### config.mk
export PLATFORM = sky130hd
export DESIGN_NAME = eth_bus_arbiter
export DESIGN_NICKNAME = d
export VERILOG_FILES = /design/src/rtl/eth_bus_arbiter_pkg.sv /design/src/rtl/eth_bus_arbiter_arb_cycle_counter.sv /design/src/rtl/eth_bus_arbiter.sv
export SDC_FILE = /design/constraint.sdc
export NUM_CORES = 1
export LEC_CHECK = 0
export ABC_AREA = 1
export CELL_PAD_IN_SITES_DETAIL_PLACEMENT = 1
export CELL_PAD_IN_SITES_GLOBAL_PLACEMENT = 1
export CORE_MARGIN = 3
export CORE_UTILIZATION = 32
export CTS_BUF_LIST = sky130_fd_sc_hd__clkbuf_8
export DETAILED_ROUTE_END_ITERATION = 8
export PLACE_DENSITY = 0.64
export SLEW_MARGIN = 20
export SYNTH_ARGS = -nofsm -noshare
export SYNTH_HDL_FRONTEND = slang
export SYNTH_HIERARCHICAL = 1
export SYNTH_SLANG_ARGS = --single-unit
### constraint.sdc
create_clock -name sysclk -period 4.05 [get_ports sysclk]
set_input_delay 0.405 -clock sysclk [delete_from_list [all_inputs] [get_ports sysclk]]
set_output_delay 0.405 -clock sysclk [all_outputs]
set_load 0.02 [all_outputs]
### src/rtl/eth_bus_arbiter_pkg.sv
// eth_bus_arbiter_pkg: state encodings and owner constants shared with the bus-mux top level
package eth_bus_arbiter_pkg;
    typedef enum logic [1:0] {
        IDLE   = 2'd0,
        GRANT0 = 2'd1,
        GRANT1 = 2'd2,
        TURN   = 2'd3
    } arb_state_t;
    localparam logic OWNER0 = 1'b0;
    localparam logic OWNER1 = 1'b1;
endpackage

### src/rtl/eth_bus_arbiter_arb_cycle_counter.sv
// arb_cycle_counter: saturating up-counter with clear, enable and terminal-count flag
module arb_cycle_counter #(
    parameter int W = 4
) (
    input  logic         sysclk,
    input  logic         reset,
    input  logic         clr,
    input  logic         en,
    input  logic [W-1:0] tc,
    output logic         done
);
    logic [W-1:0] cnt;
    always_ff @(posedge sysclk) begin
        if (!reset || clr) cnt <= '0;
        else if (en && cnt != '1) cnt <= cnt + 1'b1;
    end
    assign done = cnt == tc;
endmodule

### src/rtl/eth_bus_arbiter.sv
// eth_bus_arbiter: two-requester round-robin bus arbiter with turnaround dead cycles
// Optional grant timeout enabled by defining ETH_ARB_TIMEOUT_EN.
module eth_bus_arbiter
    import eth_bus_arbiter_pkg::*;
#(
    parameter int TURN_CYCLES    = 1,
    parameter int TIMEOUT_CYCLES = 255
) (
    input  logic sysclk,
    input  logic reset,
    input  logic req0,
    input  logic req1,
    output logic gnt0,
    output logic gnt1,
    output logic sel,
    output logic bus_busy,
    output logic timeout_err
);
    if (TURN_CYCLES < 0 || TURN_CYCLES > 15) $error("TURN_CYCLES out of range");
    if (TIMEOUT_CYCLES < 1 || TIMEOUT_CYCLES > 255) $error("TIMEOUT_CYCLES out of range");
    localparam arb_state_t REL = (TURN_CYCLES == 0) ? IDLE : TURN;
    arb_state_t state, nxt;
    logic last_owner, lo_nxt, turn_done, to_fire, req0_e, req1_e;
    arb_cycle_counter #(.W(4)) u_turn (
        .sysclk(sysclk),
        .reset (reset),
        .clr   (state != TURN),
        .en    (state == TURN),
        .tc    (4'(TURN_CYCLES - 1)),
        .done  (turn_done)
    );
`ifdef ETH_ARB_TIMEOUT_EN
    logic to_done, mask0, mask1;
    arb_cycle_counter #(.W(8)) u_tmo (
        .sysclk(sysclk),
        .reset (reset),
        .clr   (state != GRANT0 && state != GRANT1),
        .en    (1'b1),
        .tc    (8'(TIMEOUT_CYCLES - 1)),
        .done  (to_done)
    );
    assign to_fire = to_done && (state == GRANT0 ? req0 : (state == GRANT1 && req1));
    assign req0_e  = req0 && !mask0;
    assign req1_e  = req1 && !mask1;
    // a timed-out requester stays masked until it has let go of its request once
    always_ff @(posedge sysclk) begin
        if (!reset) begin
            mask0 <= 1'b0;
            mask1 <= 1'b0;
        end else begin
            mask0 <= req0 && (mask0 || (to_fire && state == GRANT0));
            mask1 <= req1 && (mask1 || (to_fire && state == GRANT1));
        end
    end
`else
    assign to_fire = 1'b0;
    assign req0_e  = req0;
    assign req1_e  = req1;
`endif
    always_comb begin
        nxt    = state;
        lo_nxt = last_owner;
        case (state)
            IDLE:   nxt = (req0_e && req1_e) ? (last_owner ? GRANT0 : GRANT1) :
                          req0_e ? GRANT0 : req1_e ? GRANT1 : IDLE;
            GRANT0: if (!req0 || to_fire) begin
                nxt    = REL;
                lo_nxt = OWNER0;
            end
            GRANT1: if (!req1 || to_fire) begin
                nxt    = REL;
                lo_nxt = OWNER1;
            end
            default: nxt = turn_done ? IDLE : TURN;
        endcase
    end
    always_ff @(posedge sysclk) begin
        if (!reset) begin
            state       <= IDLE;
            last_owner  <= OWNER1;
            gnt0        <= 1'b0;
            gnt1        <= 1'b0;
            sel         <= 1'b0;
            bus_busy    <= 1'b0;
            timeout_err <= 1'b0;
        end else begin
            state       <= nxt;
            last_owner  <= lo_nxt;
            gnt0        <= nxt == GRANT0;
            gnt1        <= nxt == GRANT1;
            sel         <= (nxt == GRANT0) ? OWNER0 : (nxt == GRANT1) ? OWNER1 : sel;
            bus_busy    <= nxt != IDLE;
            timeout_err <= to_fire;
        end
    end
endmodule

Word-level counts from Yosys, hierarchy flattened
Cells that the tools add are included.
{ "classes": {"addsub": 1, "n_eq_ne": 9, "n_mux": 11, "bitwise_logic": 1, "reduce_logical": 10} }
{ "op_table": {"columns": ["operator", "n"], "rows": [
  ["$mux W2", 7],
  ["$eq A2 B2 Y1 const B", 3],
  ["$ne A2 B2 Y1 const B", 3],
  ["$pmux W2 S3", 1],
  ["$add A4 B1 Y4 const B", 1],
  ["$eq A2 B1 Y1 const B", 2],
  ["$logic_not A4 Y1", 1],
  ["$ne A4 B4 Y1 const B", 1],
  ["$reduce_bool A2 Y1", 2],
  ["$reduce_and A3 Y1", 1],
  ["$logic_and A1 B1 Y1", 2],
  ["$logic_not A2 Y1", 1],
  ["$mux W1", 2],
  ["$pmux W1 S2", 1],
  ["$reduce_or A2 Y1", 1],
  ["$logic_not A1 Y1", 1],
  ["$logic_or A1 B1 Y1", 1],
  ["$not A1 Y1", 1]
]} }
{ "word_totals": {"register_bits": 11, "in_bits": 4, "out_inout_bits": 5, "word_cells": 39} }

Depth between registers and ports, before layout
{ "depth": {"word_depth": 6, "ltp_mapped": 10, "depth_no_buf": 10} }

Cells and area by module
Netlist, hierarchy kept.
{ "by_module_without_submodules": {"columns": ["module", "instances", "cells_per_inst", "area_per_inst_um2", "seq_area_each_um2"], "rows": [
  ["eth_bus_arbiter", 1, 51, 329.1, 140.1],
  ["arb_cycle_counter", 1, 38, 270.3, 80.1]
]} }

Worst setup path after synthesis
Ideal clock, no wire load.
{ "synth_path": {"path_kind": "register to register", "startpoint": "register u_turn.cnt[0]", "endpoint": "register sel", "setup_ns": 0.114, "t_arrival_ns": 1.171, "required_time_ns": 3.936, "path_slack_ns": 2.765, "path_stages_with_launch": 10, "path_buffers": 0, "period_less_slack_ns": 1.285, "cell_sequence": "dfxtp_1 xor2_1 nor3_1 inv_1 nand3_1 nand2_1 inv_1 nand2_2 a21oi_1 nor2_1"} }
{ "synth_between": {"elab_chain_cells": 5, "elab_cells_between_ends": 6, "classes_between": "2 x eq/ne; 2 x mux; 2 x reduce/logical"} }
{ "synth_lines": {"columns": ["element", "line_no", "text"], "rows": [
  ["start, declared", "eth_bus_arbiter_arb_cycle_counter.sv:12", "logic [W-1:0] cnt;"],
  ["start signal, assigned", "eth_bus_arbiter_arb_cycle_counter.sv:15", "else if (en && cnt != '1) cnt <= cnt + 1'b1;"],
  ["$logic_not A4 Y1 *", "eth_bus_arbiter_arb_cycle_counter.sv:17", "assign done = cnt == tc;"],
  ["named net turn_done", "eth_bus_arbiter.sv:23", "logic last_owner, lo_nxt, turn_done, to_fire, req0_e, req1_e;"],
  ["$mux W2 *", "eth_bus_arbiter.sv:74", "default: nxt = turn_done ? IDLE : TURN;"],
  ["$pmux W2 S3 *", "eth_bus_arbiter.sv:63", "case (state)"],
  ["$eq A2 B1 Y1", "eth_bus_arbiter.sv:91", "sel <= (nxt == GRANT0) ? OWNER0 : (nxt == GRANT1) ? OWNER1 : sel;"],
  ["$reduce_or A2 Y1 (no source line)", null, null],
  ["end signal, assigned", "eth_bus_arbiter.sv:91", null],
  ["end, declared", "eth_bus_arbiter.sv:15", "output logic sel,"]
]} }
The timed path passes the listed nets; every way through them passes the cells marked *.
A chain may end at the register's enable or synchronous reset.

Worst setup path after layout
{ "layout_path": {"startpoint": "register sel", "endpoint": "output port sel"} }
No word-level cell between the ends.

==> run_results.csv <==
group,metric,value,unit
synth,yosysWarnings,6,
setup_path,crit_chain,"clkdlybuf4s50_1",
detailed_routing,firstDrtPassIters,4,
clock_tree,tritoncts,"built",
detailed_routing,wire_per_inst,9.49,um
grt,grt_max_degree,7,
worst_hold_path,worstHoldPathType,"flip-flop to flip-flop",
setup_path,max_stage_delay,0.60,ns
timing,holdWs,0.466,ns
placed_design,hpwl,1000,um
clock_tree,cts_max_level,1,
placed_design,detailedPlace.worstSlack,2.49,ns
synth,yosysSeqAreaShare,36.7,%
setup_path,slowest_stage,"clkdlybuf4s50_1",
timing,clock.fmax,0.639,GHz
setup_path,cp-end-kind,"output pin",
timing,finalMaxSlewViolations,0,
timing,finalHoldViolations,0,
clock_tree,cts_num_sinks,11,
setup_path,critical_path_arrival,1.16,ns
cells_and_area,areaGrowthSynthToFinish,25.7,%
synth,ys_top_cells_by_count,"nand2_1, nor2_1, dfxtp_1, inv_1, nand3_1",
placed_design,port_buffers,7,
setup_path,critPathMaxFanout,2,
timing,postLayoutSetupSlackWorst,2.49,ns
setup_path,worst_ep_required_time,3.64,ns
grt,antenna_found_initial,0,
synth,yosys_most_used_dff,"dfxtp_1",
clock_tree,cts_buffers,3,
placed_design,dp_cells,124,
detailed_routing,ant_nets,0,
clock_tree,cts-root-buf,"clkbuf_8",
detailed_routing,first_iter_violations,6,
floorplan,start_util,34.3,%
floorplan,io_pins,9,
timing,setup_viol,0,
job,drv_cap,0,
clock_tree,clk_latency,0.24,ns
outcome,status,"finished clean",
detailed_routing,drc,0,
timing,fin_setup_tns,0,ns
synth,synth_top_area_share,36.7,%
detailed_routing,routed_wirelength,1220,um
grt,grt_overflow,0,
synth,syn_area_per_cell,6.73,um2
setup_path,critPathTopFamily,"buffers and inverters",
synth,synth_area,599,um2
setup_path,worstPathBufferInverterCount,1,
power,vdd_ir_drop_max,0.192,mV
cells_and_area,fin_nets,109,
power,p_leak,0.380,nW
grt,grt_pass1_vias,566,
detailed_routing,viasPerCell,4.38,
synth,async_flop_share,0,%
synth,ys_top_cells_by_area,"dfxtp_1, nand2_1, nor2_1",
clock_tree,cts_setup_buffers,0,
timing,period_needed,1.56,ns
cells_and_area,fin_cells,128,
floorplan,fp.coreArea,1750,um2
placed_design,gp_congestion,0.758,
cells_and_area,antennaDiodeCount,0,
clock_tree,cts_buffer_depth,2,
clock_tree,hold_buffers,0,
floorplan,num_rows,15,
timing,fin_skew,0.00259,ns
power,powerDensity,403,nW/um2
cells_and_area,layout-drive-gt1-share,11.7,%
power,total_power,0.304,mW
synth,synth_edf_count,0,
detailed_routing,vias,560,
setup_path,start_kind,"flip-flop",
floorplan,die-height,49.3,um
synth,synth_most_common_cell,"nand2_1",
timing,finalCritPeriodShare,38.6,%
clock_tree,cts_resized,0,
synth,yosys.cell_types.count,19,
synth,synth_largest_area_cell,"dfxtp_1",
grt,track_usage,13.1,%
setup_path,path_class,"flip-flop to output pin",
clock_tree,path_clk_slew,0.05,ns
floorplan,die_x,49.3,um
timing,rsz0062_at_grt,"no",
synth,synth-seq-cells,11,
floorplan,die_area,2430,um2
grt,grt_pass1_wl,2420,um
synth,synthCells,89,
[final cells by class]
type	instances	area, um2
inverters	14	52.6
fillers	245	992
flip-flops and latches	11	220
multi-input cells	67	334
clock buffers	3	41.3
repair buffers	7	70.1
clock inverters	1	3.75
well taps	25	31.3
[report_power, final]
group	switching, mW	internal, mW
registers	0.00674	0.119
clock network	0.0403	0.0665
logic	0.0425	0.0291
[registers in the layout (all words and copies together), names as in the netlist]
signal and count:
bus_busy 1, gnt0 1, gnt1 1, last_owner 1, sel 1, state 2
u_turn/cnt 4
[final timing paths]
kind                               startpoint  end  slack [ns]  cells past startpoint
worst max-delay path                      sel  sel        2.49                      1
worst min-delay path                      sel  sel        0.47                      2
worst max register to register  u_turn/cnt[0]  sel        2.59                      9
worst min register to register            sel  sel        0.47                      2
[through the flow]
stage / util [%] / area, um2
floorplan: - / 614
global placement: 40.6 / 708
detailed placement: 40.6 / 708
CTS: 43.2 / 753
global route: 43.2 / 753
finish: 43.2 / 753
[layer usage]
| layer | global-route usage (%) | part of all wire, % | routed length [um] |
|---|---|---|---|
| met1 | 16.5 | 48 | 583 |
| met3 | 4.89 | 4.2 | 51 |
| met4 | 7.11 | 1.9 | 23 |
| met2 | 19.0 | 46 | 556 |
| met5 | 0 | 0 | 0 |
[kinds of logic after synthesis]
kind of cell	share of synthesized area, %
and+or+nand+nor	43.0
buffers and inverters	10.0
DFF	36.7
xor gates and xnor gates	5.85
AOI/OAI and AO/OA	1.67
adders and majority gates	2.09
other	0.626
[placed cells by master (no fill, tap or decap), drive strengths merged]
cell and instances:
dfxtp 11, nand4 2, nor2 18, o21ai 1
xor2 2, a21oi 1, nor3 1, inv 15
clkdlybuf4s50 7, ha 1, clkbuf 3, conb 5
nand3 8, xnor2 2, nand2 26
Note: power is estimated with default switching activity, not from simulation.
